File: src/rtl/rect_fill_engine.sv
// Rectangle painter: raster-scans a clipped (x0,y0,w,h) box in SOLID or OUTLINE mode, one pixel per cycle.
// First pixel valid the cycle after start; a plotted pixel is held while plot_ready is low, skipped ones never stall.
module rect_fill_engine #(
  parameter int X_W      = 8,
  parameter int Y_W      = 7,
  parameter int C_W      = 3,
  parameter int SCREEN_W = 160,
  parameter int SCREEN_H = 120
) (
  input  logic           clock,
  input  logic           reset,
  input  logic           start,
  input  logic           mode,
  input  logic [X_W-1:0] x0_in,
  input  logic [Y_W-1:0] y0_in,
  input  logic [X_W-1:0] w_in,
  input  logic [Y_W-1:0] h_in,
  input  logic [C_W-1:0] colour_in,
  input  logic           plot_ready,
  output logic [X_W-1:0] x,
  output logic [Y_W-1:0] y,
  output logic [C_W-1:0] colour,
  output logic           plot,
  output logic           busy,
  output logic           done
);

  typedef enum logic [1:0] {IDLE, DRAW, FINISH} state_t;

  localparam logic [X_W:0]   SCR_W = (X_W+1)'(SCREEN_W);
  localparam logic [Y_W:0]   SCR_H = (Y_W+1)'(SCREEN_H);
  localparam logic [X_W:0]   XW1   = (X_W+1)'(1);
  localparam logic [Y_W:0]   YW1   = (Y_W+1)'(1);
  localparam logic [X_W-1:0] XI    = X_W'(1);
  localparam logic [Y_W-1:0] YI    = Y_W'(1);

  state_t         state;
  logic           mode_r;
  logic [X_W-1:0] x0_r, x_end_r;
  logic [Y_W-1:0] y0_r, y_end_r;
  logic [X_W:0]   x_last_r;
  logic [Y_W:0]   y_last_r;

  // Far edges are kept unclipped so OUTLINE only draws edges that are really on screen.
  logic [X_W:0] x_sum, x_clip;
  logic [Y_W:0] y_sum, y_clip;
  logic         empty;

  assign x_sum  = {1'b0, x0_in} + {1'b0, w_in} - XW1;
  assign y_sum  = {1'b0, y0_in} + {1'b0, h_in} - YW1;
  assign x_clip = (x_sum > SCR_W - XW1) ? SCR_W - XW1 : x_sum;
  assign y_clip = (y_sum > SCR_H - YW1) ? SCR_H - YW1 : y_sum;
  assign empty  = (w_in == '0) | (h_in == '0) |
                  ({1'b0, x0_in} >= SCR_W) | ({1'b0, y0_in} >= SCR_H);

  logic           at_xend, last, advance, nplot;
  logic [X_W-1:0] nx;
  logic [Y_W-1:0] ny;

  assign at_xend = (x == x_end_r);
  assign last    = at_xend & (y == y_end_r);
  assign advance = ~plot | plot_ready;
  assign nx      = at_xend ? x0_r : x + XI;
  assign ny      = at_xend ? y + YI : y;
  assign nplot   = ~mode_r | (nx == x0_r) | ({1'b0, nx} == x_last_r) |
                   (ny == y0_r) | ({1'b0, ny} == y_last_r);

  always_ff @(posedge clock) begin
    if (reset) begin
      state    <= IDLE;
      x        <= '0;
      y        <= '0;
      colour   <= '0;
      plot     <= 1'b0;
      busy     <= 1'b0;
      done     <= 1'b0;
      mode_r   <= 1'b0;
      x0_r     <= '0;
      y0_r     <= '0;
      x_end_r  <= '0;
      y_end_r  <= '0;
      x_last_r <= '0;
      y_last_r <= '0;
    end else begin
      case (state)
        IDLE: begin
          if (start) begin
            mode_r   <= mode;
            x0_r     <= x0_in;
            y0_r     <= y0_in;
            x_end_r  <= x_clip[X_W-1:0];
            y_end_r  <= y_clip[Y_W-1:0];
            x_last_r <= x_sum;
            y_last_r <= y_sum;
            colour   <= colour_in;
            busy     <= 1'b1;
            if (empty) begin
              state <= FINISH;
              done  <= 1'b1;
            end else begin
              // The top-left corner is an edge pixel in either mode.
              state <= DRAW;
              x     <= x0_in;
              y     <= y0_in;
              plot  <= 1'b1;
            end
          end
        end
        DRAW: begin
          if (advance) begin
            if (last) begin
              state <= FINISH;
              plot  <= 1'b0;
              done  <= 1'b1;
            end else begin
              x    <= nx;
              y    <= ny;
              plot <= nplot;
            end
          end
        end
        FINISH: begin
          state <= IDLE;
          busy  <= 1'b0;
          done  <= 1'b0;
        end
        default: state <= IDLE;
      endcase
    end
  end

endmodule

File: config.mk
export PLATFORM = sky130hd
export DESIGN_NAME = rect_fill_engine
export DESIGN_NICKNAME = d
export VERILOG_FILES = /design/src/rtl/rect_fill_engine.sv
export SDC_FILE = /design/constraint.sdc
export NUM_CORES = 1
export LEC_CHECK = 0
export CAP_MARGIN = 25
export CELL_PAD_IN_SITES_DETAIL_PLACEMENT = 1
export CELL_PAD_IN_SITES_GLOBAL_PLACEMENT = 2
export CORE_MARGIN = 1
export CORE_UTILIZATION = 30
export CTS_BUF_LIST = sky130_fd_sc_hd__clkbuf_8
export CTS_CLUSTER_DIAMETER = 100
export DETAILED_ROUTE_END_ITERATION = 12
export HOLD_SLACK_MARGIN = 0.1
export PLACE_DENSITY = 0.85
export SYNTH_ARGS = -nofsm -noshare
export SYNTH_HDL_FRONTEND = slang
export SYNTH_SLANG_ARGS = --single-unit
File: constraint.sdc
create_clock -name clock -period 2.9 [get_ports clock]
set_input_delay 0.58 -clock clock [delete_from_list [all_inputs] [get_ports clock]]
set_output_delay 0.58 -clock clock [all_outputs]
set_load 0.03 [all_outputs]
==> results of run 1 <==
[power by group]
part	switching (W)	internal (W)
registers	0.000156	0.00109
logic	0.000995	0.000822
clock network	0.000428	0.000329
[how the worst min path moves through the flow]
stage | start | endpoint | slack, ns | cells after the start
after floorplan | x_last_r[8] | x_last_r[8] | 0.44 | 2
after global placement | x0_r[5] | x0_r[5] | 0.45 | 2
after detailed placement | y_last_r[7] | y_last_r[7] | 0.46 | 2
after CTS | y_last_r[7] | y_last_r[7] | 0.47 | 2
after global routing | y_last_r[7] | y_last_r[7] | 0.49 | 2
final | y_last_r[7] | y_last_r[7] | 0.47 | 2
[flip-flops by register name, indices dropped and copies added, names as in the netlist]
register and flops:
busy 1, colour 3, done 1, mode_r 1
plot 1, state 2, x 8, x0_r 8
x_end_r 8, x_last_r 9, y 7, y0_r 7
y_end_r 7, y_last_r 8
[final cells by class]
class,count,area [µm²],area share
flip-flops and latches,71,1420,0.213
clock buffers,10,138,0.0206
repair buffers,140,1210,0.181
diodes,1,2.50,0.000375
inverters,74,278,0.0416
clock inverters,5,35.0,0.00525
multi-input cells,472,3320,0.497
well taps,216,270,0.0405
[logic make-up after synthesis]
family	Yosys count
fa+ha+maj	32
simple gates	219
mux	3
flops	71
buf+inv	116
xor+xnor	57
compound gates	161
[synthesized netlist by cell type, types with 4 or more instances]
library cell and instances:
xor2_1 13, nand2_1 97, nor2_1 41, o31ai_1 6, o211ai_1 9, dfxtp_1 71, a21o_1 6, buf_6 4
nor3_1 13, nand4_1 6, or4_1 6, o21ai_0 22, nor4_1 7, inv_1 74, ha_1 30, and4_1 4
a21oi_1 67, nand2b_1 4, buf_2 7, o21bai_1 5, xnor2_2 4, nand3_1 21, o2111ai_1 5, xnor2_1 37
and2_1 4, a211oi_1 11, clkbuf_1 30, a311oi_1 8
[repair_timing]
item	in CTS	in global routing
endpoints found under the setup margin	18	17
resized for setup	26	30
setup buffers	4	2
pin swaps	16	16
[per-layer routing]
metal | up-vias | global-route usage
met1 | 2459 | 0.283
met2 | 107 | 0.364
met3 | 32 | 0.0338
met4 | 0 | 0.0669
li1 | 2480 | -
met5 | - | 0
[critical path: cells and delay by family]
kind                       cells  cell delay (ns)
buffers and inverters          4             0.71
adders and majority gates      3             0.68
xor gates and xnor gates       1             0.17
AOI/OAI and AO/OA              6             1.02
[through the flow]
step / cells / setup slack (ns) / hold slack (ns) / util
after global placement: 967 / -0.499 / 0.448 / 0.386
final: 989 / 0.0303 / 0.465 / 0.415
after global routing: 988 / -0.0854 / 0.492 / 0.415
after floorplan: 659 / 0.0353 / 0.436 / -
after detailed placement: 967 / -0.650 / 0.460 / 0.386
after CTS: 986 / 0.0169 / 0.471 / 0.405
==> results.json, run 1 <==
{
  "outcome": "finished clean",
  "clk_latency_ns": 0.38,
  "drive_above_1_share": 0.190,
  "regToRegEndpoint": "plot",
  "rrSetupSlack_ns": 0.16,
  "drtPass1Iterations": 4,
  "maxSlewViolCount": 0,
  "timing_hold_violations_final": 0,
  "final_cell_mix": "nand2_1 (97), buf_4 (81), dfxtp_1 (71), inv_1 (67), a21oi_1 (59)",
  "cpPeakStageDelay_ns": 0.41,
  "cts_hold_buf": 0,
  "overflow": 0,
  "dieArea_um2": 17100,
  "finalPower_w": 0.00382,
  "timing.critical_path.to": "y_end_r[3]",
  "finalWirelength_um": 17900,
  "cts-root-buf": "clkbuf_8",
  "r2r_start": "x[5]",
  "ys_types": 60,
  "cts_buffer_depth": 2,
  "dp_hpwl_um": 13500,
  "synth_top_family_by_area": "compound AO/OA/AOI/OAI gates",
  "synth-xor-area-share": 0.115,
  "drv_cap": 0,
  "die_y_um": 131,
  "hold_class": "register to register",
  "grt_antenna_before_repair": 0,
  "dpl_cell_area_um2": 6200,
  "track_usage": 0.216,
  "port_buffers": 58,
  "area_growth_pct": 34.0,
  "drt-met1-wl_um": 8070,
  "post-route-period-util": 0.990,
  "crit_chain": "clkdlybuf4s50_1 > inv_2 > ha_4 > inv_2 > ha_4 > fa_2 > a21o_1 > a21oi_2 > o21bai_1 > a21oi_2 > buf_4 > xor2_4 > o2111ai_2 > a21oi_1",
  "ys.flop_type": "dfxtp_1",
  "critical-path-slowest-cell": "clkdlybuf4s50_1",
  "io-pin-count": 59,
  "cp.required_ns": 3.20,
  "die_x_um": 131,
  "grt_pass1_vias": 5230,
  "slew_headroom": 0.577,
  "synth_adder_area_share": 0.0835,
  "fin_worst_skew_ns": 0.0175,
  "reg2reg_depth": 7,
  "drt_iter0_markers": 243,
  "synth-compound-area-share": 0.209,
  "start_util": 0.310,
  "grt_pass1_wl_um": 27700,
  "met3WireLength_um": 714,
  "ys_seq_area_frac": 0.286,
  "ir_drop_mv": 0.240,
  "start_kind": "input port",
  "async_reset_ff_frac": 0,
  "nNetsFinal": 838,
  "syn-mean-instance-area_um2": 7.55,
  "via_count": 5078,
  "drc": 0,
  "fin_crit_ns": 2.87,
  "power_leakage_nw": 2.76,
  "yosysWarnings": 0,
  "synth_top_area_share": 0.286,
  "h-tree-depth": 3,
  "netlist_area_um2": 4980,
  "cts.clk_slew.worst_paths_ns": 0.08,
  "layout_commonest_cell": "nand2_1",
  "endpoint_kind": "register",
  "max_freq_ghz": 0.348,
  "coreArea_um2": 16100,
  "cellPowerDensity_nw_per_um2": 573,
  "setup.worst_path.start": "h_in[0]",
  "synth_area_leaders": "dfxtp_1 (29%), ha_1 (7.5%), nand2_1 (7.3%), a21oi_1 (6.7%), xnor2_1 (6.5%)",
  "criticalPathCategory": "input port to register",
  "path_max_fanout": 3,
  "setup_viol": 0,
  "synth_cells": 659,
  "synth_edf_count": 0,
  "rows": 46,
  "topRoutingLayerUsed": "met4",
  "synth_mux_area_frac": 0.00628,
  "fill_cells": 1934,
  "postRouteAntennaNets": 0,
  "routabilityCongestion": 0.894,
  "syn_nets": 729,
  "tns_ns": 0,
  "worst_pin_slew_ns": 0.633,
  "arrival_ns": 3.16,
  "finalInstanceArea_um2": 6670,
  "wl_per_cell_um": 18.1,
  "cts_tree": "yes",
  "numCtsBuffers": 9,
  "cts_num_sinks": 71,
  "grt_max_degree": 36,
  "wl_met2_um": 8620,
  "synth_seq_cells": 71,
  "yosys.area.top_type": "dfxtp_1",
  "synth-simple-area-share": 0.205,
  "via_per_inst": 5.13
}
Power figures use the tool's default switching activity.
==> inputs of run 2 (changes only) <==
--- a/config.mk
+++ b/config.mk
@@ -11,7 +11,6 @@
 export CORE_MARGIN = 1
 export CORE_UTILIZATION = 30
 export CTS_BUF_LIST = sky130_fd_sc_hd__clkbuf_8
-export CTS_CLUSTER_DIAMETER = 100
 export DETAILED_ROUTE_END_ITERATION = 12
 export HOLD_SLACK_MARGIN = 0.1
 export PLACE_DENSITY = 0.85
==> results of run 2 <==
The final DEF is identical to that of run 1; final timing and power are the same.
==> edit, RTL diff (settings of run 1) <==
Change the parameter `X_W` from 8 to 12.
--- a/src/rtl/rect_fill_engine.sv
+++ b/src/rtl/rect_fill_engine.sv
@@ -1,7 +1,7 @@
 // Rectangle painter: raster-scans a clipped (x0,y0,w,h) box in SOLID or OUTLINE mode, one pixel per cycle.
 // First pixel valid the cycle after start; a plotted pixel is held while plot_ready is low, skipped ones never stall.
 module rect_fill_engine #(
-  parameter int X_W      = 8,
+  parameter int X_W      = 12,
   parameter int Y_W      = 7,
   parameter int C_W      = 3,
   parameter int SCREEN_W = 160,
Ports: changed (resized w_in, x and x0_in); port bits go from 59 to 71. The function was not compared with the original's and may differ.
==> edit against run 1 <==
Area after synthesis increased by 22%; sequential cell count increased by 16; power decreased by 0.11%; global-route usage decreased by 2.6 points; wire length increased by 8.8%; design area increased by 24%; setup slack improved by 0.052 ns; non-clock buffer count increased by 39; critical endpoint is now x_end_r[4].
==> edit: results (changes against run 1) <==
n_diodes=0 (was 1); comb_multi_in=562 (was 472); sequential share of power=36.7% (was 32.7%); worst-case reg-to-reg path depth=9 (was 7); leakage=3.48 nW (was 2.76 nW); setup bufs post-CTS=3 (was 4); post-cts resize count=43 (was 26); PortBufs=70 (was 58); Power Dens Cells=463 nW/um^2 (was 573 nW/um^2); # fillers=2,414 (was 1,934); layout cells sized above 1=22.9% (was 19.0%); Internal=0.00240 W (was 0.00225 W); Met3 Routed Length=610 um (was 714 um); Crit-path slowest cell=a211o_1 (was clkdlybuf4s50_1); Syn Nets=872 (was 729); Initial DRC Count=235 (was 243); Buffers excl. clock=179 (was 140); dpl cell area=7710 um^2 (was 6200 um^2); met1 GRT Util=27.3% (was 28.3%); Inverters, non-clock=92 (was 74); clk cell area share=2.19% (was 2.59%); Critical Path AT=3.06 ns (was 3.16 ns); clkbuf count=9 (was 10); vias after detailed routing=5,816 (was 5,078); met2 WL=8.78 mm (was 8.62 mm); All-Layer GR Usage=19.1% (was 21.6%); CP Max Fanout=8 (was 3); area of the multi-input gates=4110 um^2 (was 3320 um^2); Post-Place Worst Slack=-0.812 ns (was -0.650 ns); number of flip-flops under the largest register name=13 (was 9); R2R Path Start=x[11] (was x[5]); CP max stage delay=0.31 ns (was 0.41 ns); largest net degree at the start of global routing=68 (was 36); Relative slew margins=47.2% (was 57.7%); status=complete, no violations (unchanged); first drt pass iteration count=5 (was 4); number of global-route vias before repair=5,912 (was 5,230)
[edit: worst min-delay path by stage]
stage | start | to | slack [ns]
after detailed placement | y_last_r[6] | y_last_r[6] | 0.45
after floorplan | x0_r[10] | x0_r[10] | 0.44
final | colour[0] | colour[0] | 0.47
after global routing | y_last_r[6] | y_last_r[6] | 0.49
after CTS | y_last_r[6] | y_last_r[6] | 0.47
after global placement | colour[2] | colour[2] | 0.44
[edit: kinds of logic (layout without fill, tap and decap cells)]
| kind of cell | after synthesis | in the layout | share of synthesized area (%) |
|---|---|---|---|
| buffers and inverters | 137 | 287 | 9.35 |
| multiplexers | 5 | 5 | 1.05 |
| AND/OR/NAND/NOR | 253 | 253 | 20.0 |
| adder cells (fa/ha/maj) | 40 | 40 | 8.49 |
| AO/OA/AOI/OAI | 183 | 183 | 18.5 |
| XOR/XNOR | 81 | 81 | 13.9 |
| flip-flops | 87 | 87 | 28.7 |
